===== src/rtl/alu_ctrl_pkg.sv =====
// Shared FSM state, opcode map and flag bit positions for the ALU request arbiter.
package alu_ctrl_pkg;

  typedef enum logic [1:0] {
    ST_IDLE  = 2'd0,
    ST_ISSUE = 2'd1,
    ST_RESP  = 2'd2
  } state_t;

  localparam int OP_ADD  = 1;
  localparam int OP_ADDC = 2;
  localparam int OP_SUB  = 3;
  localparam int OP_SUBB = 4;
  localparam int OP_AND  = 5;
  localparam int OP_OR   = 6;
  localparam int OP_XOR  = 7;
  localparam int OP_NOT  = 8;
  localparam int OP_SHL  = 9;
  localparam int OP_SHR  = 10;
  localparam int OP_ROL  = 11;
  localparam int OP_MAX  = 11;

  localparam int FLAG_ZERO  = 0;
  localparam int FLAG_OVF   = 1;
  localparam int FLAG_CARRY = 2;

endpackage


===== src/rtl/rr_arbiter2.sv =====
// Two-requester round-robin grant with a last-grant pointer updated on response completion.
module rr_arbiter2 (
  input  logic       clk,
  input  logic       rst_n,
  input  logic [1:0] i_req,
  input  logic       i_update,
  input  logic       i_update_id,
  output logic [1:0] o_grant
);

  logic r_last;

  // NOTE: state registers use non-blocking assignment so every flop samples pre-edge values.
  always_ff @(posedge clk or negedge rst_n) begin
    if (!rst_n) begin
      r_last <= 1'b1;
    end else if (i_update) begin
      r_last <= i_update_id;
    end
  end

  // NOTE: default assignment first so no path through this block infers a latch.
  always_comb begin
    o_grant = 2'b00;
    case (i_req)
      2'b01:   o_grant = 2'b01;
      2'b10:   o_grant = 2'b10;
      2'b11:   o_grant = r_last ? 2'b01 : 2'b10;
      default: o_grant = 2'b00;
    endcase
  end

endmodule


===== src/rtl/alu_arbiter.sv =====
// Arbitrates two requesters onto one external ALU, one transaction in flight at a time.
// Define ALU_CARRY_CHAIN_EN to keep a per-requester carry fed back into inputCarry.
module alu_arbiter
  import alu_ctrl_pkg::*;
#(
  parameter int BITS  = 8,
  parameter int ALUOP = 4
) (
  input  logic               clk,
  input  logic               resetN,
  input  logic [1:0]         reqValid,
  output logic [1:0]         reqReady,
  input  logic [2*ALUOP-1:0] reqFunction,
  input  logic [2*BITS-1:0]  reqA,
  input  logic [2*BITS-1:0]  reqB,
  output logic               rspValid,
  input  logic               rspReady,
  output logic               rspId,
  output logic [BITS-1:0]    rspResult,
  output logic [2:0]         rspFlags,
  output logic               rspError,
  output logic [ALUOP-1:0]   aluFunction,
  output logic [BITS-1:0]    vectorA,
  output logic [BITS-1:0]    vectorB,
  output logic               inputCarry,
  input  logic [BITS-1:0]    aluResult,
  input  logic               overflow,
  input  logic               zero,
  input  logic               outputCarry
);

  state_t           r_state;
  logic             r_id;
  logic [ALUOP-1:0] r_op;
  logic [BITS-1:0]  r_a;
  logic [BITS-1:0]  r_b;

  logic [1:0] w_grant;
  logic       w_gid;
  logic       w_accept;
  logic       w_rsp_done;
  logic       w_op_ok;
  logic       w_issue;
  logic       w_cin;

  rr_arbiter2 u_arb (
    .clk         (clk),
    .rst_n       (resetN),
    .i_req       (reqValid),
    .i_update    (w_rsp_done),
    .i_update_id (rspId),
    .o_grant     (w_grant)
  );

  assign w_gid      = w_grant[1];
  assign w_accept   = (r_state == ST_IDLE) && (w_grant != 2'b00);
  assign w_rsp_done = (r_state == ST_RESP) && rspReady;
  assign w_op_ok    = (r_op != '0) && (r_op <= ALUOP'(OP_MAX));
  assign w_issue    = (r_state == ST_ISSUE) && w_op_ok;

  // Strobe is gated by reset only at the port; internal state is already held by reset.
  assign reqReady = ((r_state == ST_IDLE) && resetN) ? w_grant : 2'b00;

`ifdef ALU_CARRY_CHAIN_EN
  logic [1:0] r_carry;

  always_ff @(posedge clk or negedge resetN) begin
    if (!resetN) begin
      r_carry <= 2'b00;
    end else if (w_issue) begin
      r_carry[r_id] <= outputCarry;
    end
  end

  assign w_cin = r_carry[r_id];
`else
  assign w_cin = 1'b0;
`endif

  // Unsupported opcodes never reach the ALU: its ports stay at zero.
  assign aluFunction = w_issue ? r_op : '0;
  assign vectorA     = w_issue ? r_a  : '0;
  assign vectorB     = w_issue ? r_b  : '0;
  assign inputCarry  = w_issue & w_cin;

  // NOTE: operand latches are reset too so the ALU ports and responses are never X after reset.
  always_ff @(posedge clk or negedge resetN) begin
    if (!resetN) begin
      r_state   <= ST_IDLE;
      r_id      <= 1'b0;
      r_op      <= '0;
      r_a       <= '0;
      r_b       <= '0;
      rspValid  <= 1'b0;
      rspId     <= 1'b0;
      rspResult <= '0;
      rspFlags  <= 3'b000;
      rspError  <= 1'b0;
    end else begin
      case (r_state)
        ST_IDLE: begin
          if (w_accept) begin
            r_id    <= w_gid;
            r_op    <= w_gid ? reqFunction[ALUOP +: ALUOP] : reqFunction[0 +: ALUOP];
            r_a     <= w_gid ? reqA[BITS +: BITS] : reqA[0 +: BITS];
            r_b     <= w_gid ? reqB[BITS +: BITS] : reqB[0 +: BITS];
            r_state <= ST_ISSUE;
          end
        end
        ST_ISSUE: begin
          rspValid             <= 1'b1;
          rspId                <= r_id;
          rspError             <= ~w_op_ok;
          rspResult            <= w_op_ok ? aluResult : '0;
          rspFlags[FLAG_CARRY] <= w_op_ok & outputCarry;
          rspFlags[FLAG_OVF]   <= w_op_ok & overflow;
          rspFlags[FLAG_ZERO]  <= w_op_ok & zero;
          r_state              <= ST_RESP;
        end
        ST_RESP: begin
          if (rspReady) begin
            rspValid <= 1'b0;
            r_state  <= ST_IDLE;
          end
        end
        default: r_state <= ST_IDLE;
      endcase
    end
  end

endmodule


===== config.mk =====
export PLATFORM = sky130hd
export DESIGN_NAME = alu_arbiter
export DESIGN_NICKNAME = d
export VERILOG_FILES = /design/src/rtl/alu_ctrl_pkg.sv /design/src/rtl/rr_arbiter2.sv /design/src/rtl/alu_arbiter.sv
export SDC_FILE = /design/constraint.sdc
export NUM_CORES = 1
export LEC_CHECK = 0
export CAP_MARGIN = 20
export CORE_MARGIN = 1
export CORE_UTILIZATION = 40
export DETAILED_ROUTE_END_ITERATION = 7
export PLACE_DENSITY = 0.88
export SKIP_CTS_REPAIR_TIMING = 1
export SLEW_MARGIN = 20
export SYNTH_ARGS = -nofsm -noshare
export SYNTH_HDL_FRONTEND = slang
export SYNTH_SLANG_ARGS = --single-unit

===== constraint.sdc =====
create_clock -name clk -period 1.7 [get_ports clk]
set_input_delay 0.34 -clock clk [delete_from_list [all_inputs] [get_ports clk]]
set_output_delay 0.34 -clock clk [all_outputs]
set_load 0.02 [all_outputs]

==> results of run 1 <==
[cells in the mapped netlist]
master / count
nor3_1: 1
nor4_1: 1
a22o_1: 11
inv_1: 4
a21oi_1: 3
or2_2: 1
clkbuf_1: 3
buf_4: 1
nor2_1: 2
a21bo_4: 1
dfstp_2: 1
a21o_1: 1
nand2b_1: 2
nand3_1: 1
mux2_2: 22
and2_1: 21
dfrtp_1: 37
buf_2: 3
buf_6: 2
o21ai_0: 3
mux2_1: 1
a211oi_2: 1
mux2_4: 19
conb_1: 1
[area by class of cell]
class,count,area (um^2)
fill,334,1290
timing repair buffer,109,1110
sequential,38,953
multi-input combinational,92,948
clock buffer,7,86.3
tap,52,65.1
inverter,4,15.0
clock inverter,1,5.00
[worst max-delay path, stage by stage (launching register included)]
cell,delay [ps]
dfrtp_2,430
nor4_2,260
buf_4,160
a211oi_4,50
buf_12,150
and2_2,190
buf_6,130
[path summary, 6_finish.rpt]
path / endpoint / slack, ps
worst min register to register: r_a[7] / 510
max in group asynchronous: r_op[3] / 1190
worst max register to register: r_a[0] / 60
worst min-delay path: r_id / 150
worst max-delay path: vectorA[6] / -280
min in group clk: r_a[7] / 510
[metal layers]
layer	up-vias	GRT usage, %
met5	-	0
met4	0	5.33
met3	5	4.70
met2	51	38.0
met1	728	20.4
li1	711	-
[where the power goes]
group / internal (W) / switching [W] / total [W]
combinational: 0.00169 / 0.00127 / 0.00296
sequential: 0.00136 / 0.000241 / 0.00160
clock: 0.000327 / 0.000305 / 0.000632
[registers in the layout, summed over array words and instances (netlist names)]
| register | count |
|---|---|
| u_arb.r_last | 1 |
| rspValid | 1 |
| r_b | 8 |
| rspFlags | 3 |
| r_state | 2 |
| rspId | 1 |
| rspResult | 8 |
| rspError | 1 |
| r_a | 8 |
| r_op | 4 |
| r_id | 1 |
[per-stage QoR]
step | area (um^2) | setup WS (ps)
2_1_floorplan | 1910 | 0.0298
3_3_place_gp | 2990 | -580
5_1_grt | 3180 | -353
3_5_place_dp | 2990 | -630
4_1_cts | 3080 | -836
6_report | 3180 | -277
[cell families (layout without fill, tap and decap cells)]
logic type / after synthesis / after routing / synth area share, %
mux: 42 / 42 / 28.5
flops: 38 / 38 / 49.9
simple gates: 29 / 29 / 9.11
compound gates: 20 / 20 / 8.52
buf+inv: 13 / 121 / 3.74
other cells: 1 / 1 / 0.197
[cells in the final DEF (no fill, tap or decap), drive strengths merged]
cell	synthesis	routed
nor4	1	1
mux2	42	42
clkinv	0	1
nor2	2	2
or2	1	1
o21ai	3	3
inv	4	4
nand2b	2	2
dfstp	1	1
buf	6	41
nor3	1	1
a21o	1	1
conb	1	1
a22o	11	11
clkbuf	3	7
a211oi	1	1
nand3	1	1
a21oi	3	3
clkdlybuf4s50	0	66
and2	21	21
a21bo	1	1
dlymetal6s2s	0	2
dfrtp	37	37
==> flow_summary_export.csv, run 1 <==
group,metric,value,unit
power,ir_worst_vdd,0.000714,V
sta,whs,149,ps
finish,fin_nets,306,
clock_tree,clk_latency,280,ps
setup_path,start_kind,"flip-flop",
sta,fin_ws,-277,ps
route,route.vias.total,1495,
grt,grt_pass1_vias,1636,
sta,tns,-4940,ps
sta,finalHoldViolCount,0,
sta,fmax,506,MHz
clock_tree,cts_htree_levels,2,
setup_path,crit_path_end_kind,"output pin",
logic_synthesis,synthCells,143,
floorplanning,num_rows,24,
placement,place_inst,294,
logic_synthesis,yosys_warnings,0,
placement,gp_routability_congestion,0.828,
route,dr_wl_met2,2560,um
logic_synthesis,synth_top_area_share,48.5,%
grt,grt.overflow.total,0,
clock_tree,clock_tree.root_cell,"clkbuf_8",
clock_tree,clk_pin_slew_worst_paths,70,ps
floorplanning,coreArea,4470,um^2
hold_path,hold_path_class,"in -> async",
sta,fin_worst_skew,7.07,ps
setup_path,arrival,1640,ps
route,drc_errors,5,
route,routedWlPerCell,14.8,um
placement,port_buffers,91,
logic_synthesis,synth_nets,199,
sta,drv_slew,0,
setup_path,r2r-start,"u_arb.r_last",
route,top_layer,"met4",
grt,grt_antenna_before_repair,0,
route,drt_iter0_drc,64,
finish,drive_above_1_share,43.4,%
route,drt_first_pass_iters,6,
setup_path,reg2reg_depth,4,
logic_synthesis,syn_area,1910,um^2
finish,instances_no_fill,303,
floorplanning,initial_utilization,42.6,%
floorplanning,die_h,71.1,um
clock_tree,cts.sinks,38,
power,power.total,0.00519,W
power,leakagePower,1.46,nW
outcome,violations,"DRC, setup timing",
clock_tree,clk_path_buf_depth,2,
logic_synthesis,synth.ff_latch_count,38,
logic_synthesis,synth.distinct_cells,24,
clock_tree,cts_inserted_buffers,5,
finish,syn_to_final_growth,66.7,%
floorplanning,io_pins,93,
finish,diodes,0,
flow_run,cap_violations,0,
outcome,outcome,"complete, but fails checks",
setup_path,crit_type,"reg -> out",
clock_tree,cts_tree,"built",
grt,grt_pass1_wl,7480,um
sta,min_period_over_period,116,%
setup_path,crit_fanout,17,
sta,rsz0062_at_grt,"true",
route,wl_met3,268,um
finish,final_core_util,71.1,%
logic_synthesis,seq_area_frac_synth,49.9,%
power,power_density,1630,nW/um^2
logic_synthesis,synthTopCellsByArea,"dfrtp_1 (49%), mux2_4 (15%), mux2_2 (13%)",
sta,finalCriticalPeriod,1980,ps
setup_path,critPathRequiredTime,1360,ps
placement,dp.final_hpwl,3370,um
floorplanning,die_w,71.1,um
grt,grt_max_degree,39,
route,via_per_inst,4.93,
floorplanning,dieArea,5050,um^2
logic_synthesis,syn_area_per_cell,13.3,um^2
grt,globalRouteTotalUtil,19.4,%
route,wl_met1,1610,um
route,drt-total-wl,4480,um
logic_synthesis,synth_top_area_cell,"dfrtp_1",
setup_path,crit_start,"r_op[3]",
route,detail-route-antenna-nets,0,
sta,setup_viol_count_final,20,
(Power assumes the default switching activity.)
==> inputs of run 2 (changes only) <==
--- a/config.mk
+++ b/config.mk
@@ -6,6 +6,7 @@
 export NUM_CORES = 1
 export LEC_CHECK = 0
 export CAP_MARGIN = 20
+export CORE_ASPECT_RATIO = 1.5
 export CORE_MARGIN = 1
 export CORE_UTILIZATION = 40
 export DETAILED_ROUTE_END_ITERATION = 7
==> run 2 against run 1 <==
Net effect: the flow finishes with violations (setup timing); worst hold slack worse by 100 ps; largest cell class unchanged; highest routed layer unchanged; global-route usage down 0.47 points; die area grew 0.11%; count of clock-buffer cells in the layout fell by 2; sequential power hardly changed; register-to-register slack got worse by 20 ps.
==> flow_summary_export.csv, run 2 (same netlist as run 1, synthesis figures left out) <==
group,metric,value,unit
power,switching_share,34.9,%
clock_tree,clk_pin_slew_worst_paths,70,ps
floorplanning,initial_utilization,42.0,%
sta,finalHoldViolCount,0,
setup_path,r2r-start,"u_arb.r_last",
setup_path,start_kind,"flip-flop",
grt,grt.overflow.total,0,
finish,syn_to_final_growth,63.7,%
sta,drv_slew,0,
setup_path,timing.rr.end,"r_a[0]",
clock_tree,clk_latency,290,ps
outcome,outcome,"complete, but fails checks",
grt,grt_antenna_before_repair,0,
power,power.switching,0.00176,W
route,detail-route-antenna-nets,0,
hold_path,hold_path_class,"in -> async",
setup_path,crit_fanout,6,
setup_path,crit_type,"reg -> out",
clock_tree,cts_tree,"built",
placement,place_inst,309,
flow_run,cap_violations,0,
power,power.internal,0.00330,W
finish,drive_above_1_share,43.7,%
power,leakagePower,1.45,nW
route,drt_iter0_drc,30,
route,drc_errors,0,
finish,instances_no_fill,318,
power,ir_worst_vdd,0.000847,V
grt,grt_pass1_wl,7110,um
power,seqPwrFrac,31.7,%
route,via_per_inst,4.83,
finish,layout_common_cells,"clkdlybuf4s50_1 (66), dfrtp_1 (36), mux2_2 (22)",
setup_path,reg2reg_depth,4,
power,combPwrFrac,53.7,%
sta,fin_ws,-293,ps
grt,grt_pass1_vias,1589,
clock_tree,clk_path_buf_depth,2,
setup_path,r2r_setup_slack,40,ps
sta,setup_viol_count_final,21,
grt,globalRouteTotalUtil,18.9,%
clock_tree,cts_inserted_buffers,5,
sta,tns,-5140,ps
setup_path,crit_path_end_kind,"output pin",
floorplanning,dieArea,5060,um^2
route,route.vias.total,1537,
clock_tree,cts.sinks,38,
finish,reg_top3,"r_a x8, r_b x8, rspResult x8",
outcome,violations,"setup timing",
sta,fin_worst_skew,4.12,ps
sta,finalCriticalPeriod,1990,ps
setup_path,critPathRequiredTime,1360,ps
grt,grt_max_degree,24,
placement,port_buffers,91,
floorplanning,num_rows,30,
route,routedWlPerCell,14.3,um
power,power_density,1620,nW/um^2
floorplanning,io_pins,93,
setup_path,arrival,1650,ps
floorplanning,die_w,58.4,um
route,drt-total-wl,4560,um
placement,gp_routability_congestion,0.729,
finish,diodes,0,
route,drt_first_pass_iters,4,
clock_tree,cts_htree_levels,2,
power,pwr-share-clk,14.6,%
placement,dp.final_hpwl,3430,um
clock_tree,clock_tree.root_cell,"clkbuf_8",
sta,fmax,502,MHz
floorplanning,coreArea,4540,um^2
floorplanning,die_h,86.6,um
finish,fin_nets,309,
finish,layout_commonest_cell,"clkdlybuf4s50_1",
sta,min_period_over_period,117,%
sta,rsz0062_at_grt,"true",
[run 2: cell count changes in the layout (fill, tap and decap cells not counted), sizes merged]
cell	change
clkbuf	+10
buf	-9
bufinv	+1
clkinv	+1
[run 2: worst max-delay path by stage]
stage	startpoint	endpoint	slack, ps	cells past startpoint
floorplan	r_state[1]	vectorB[2]	0.03	4
global placement	reqValid[1]	reqReady[1]	-620	5
detailed placement	reqValid[1]	reqReady[1]	-640	5
CTS	r_op[3]	vectorB[0]	-770	6
global route	r_op[0]	vectorA[6]	-360	6
finish	r_op[0]	vectorA[6]	-290	6
[run 2: critical path: stages, from the launching register on]
cell	delay (ps)
dfrtp_1	400
nor4_2	270
buf_4	160
a211oi_4	40
buf_4	160
and2_2	190
clkbuf_2	150
[run 2: per-layer routing]
layer	GRT usage, %	up-vias	routed length, um
li1	-	716	-
met1	19.7	758	1680
met2	34.4	56	2550
met3	6.12	7	241
met4	7.36	0	91
met5	0	-	0
[run 2: layout make-up]
type,instances,area [um^2]
Tap cell,64,80.1
Timing Repair Buffer,112,1020
Fill cell,355,1420
Clock inverter,3,40.0
Inverter,4,15.0
Sequential cell,38,953
Clock buffer,5,68.8
Multi-Input combinational cell,92,942
[run 2: power by group through the flow]
stage	clock (W)	combinational, W	sequential, W
final	0.000741	0.00272	0.00160
after global routing	0.000806	0.00290	0.00165
after CTS	0.000764	0.00272	0.00159
after detailed placement	0	0.00271	0.00160
after global placement	0	0.00266	0.00158
after floorplan	0	0.00133	0.00174
[run 2: stage by stage]
stage	power (W)	hold slack, ps	utilization (%)	worst slack (ps)	area [um^2]
3_5_place_dp	0.00431	345	66.1	-639	3000
3_3_place_gp	0.00424	337	66.1	-620	3000
2_1_floorplan	0.00308	44.4	-	0.0298	1910
4_1_cts	0.00507	28.0	68.5	-772	3110
6_report	0.00506	44.7	68.8	-293	3120
5_1_grt	0.00536	52.3	68.8	-355	3120
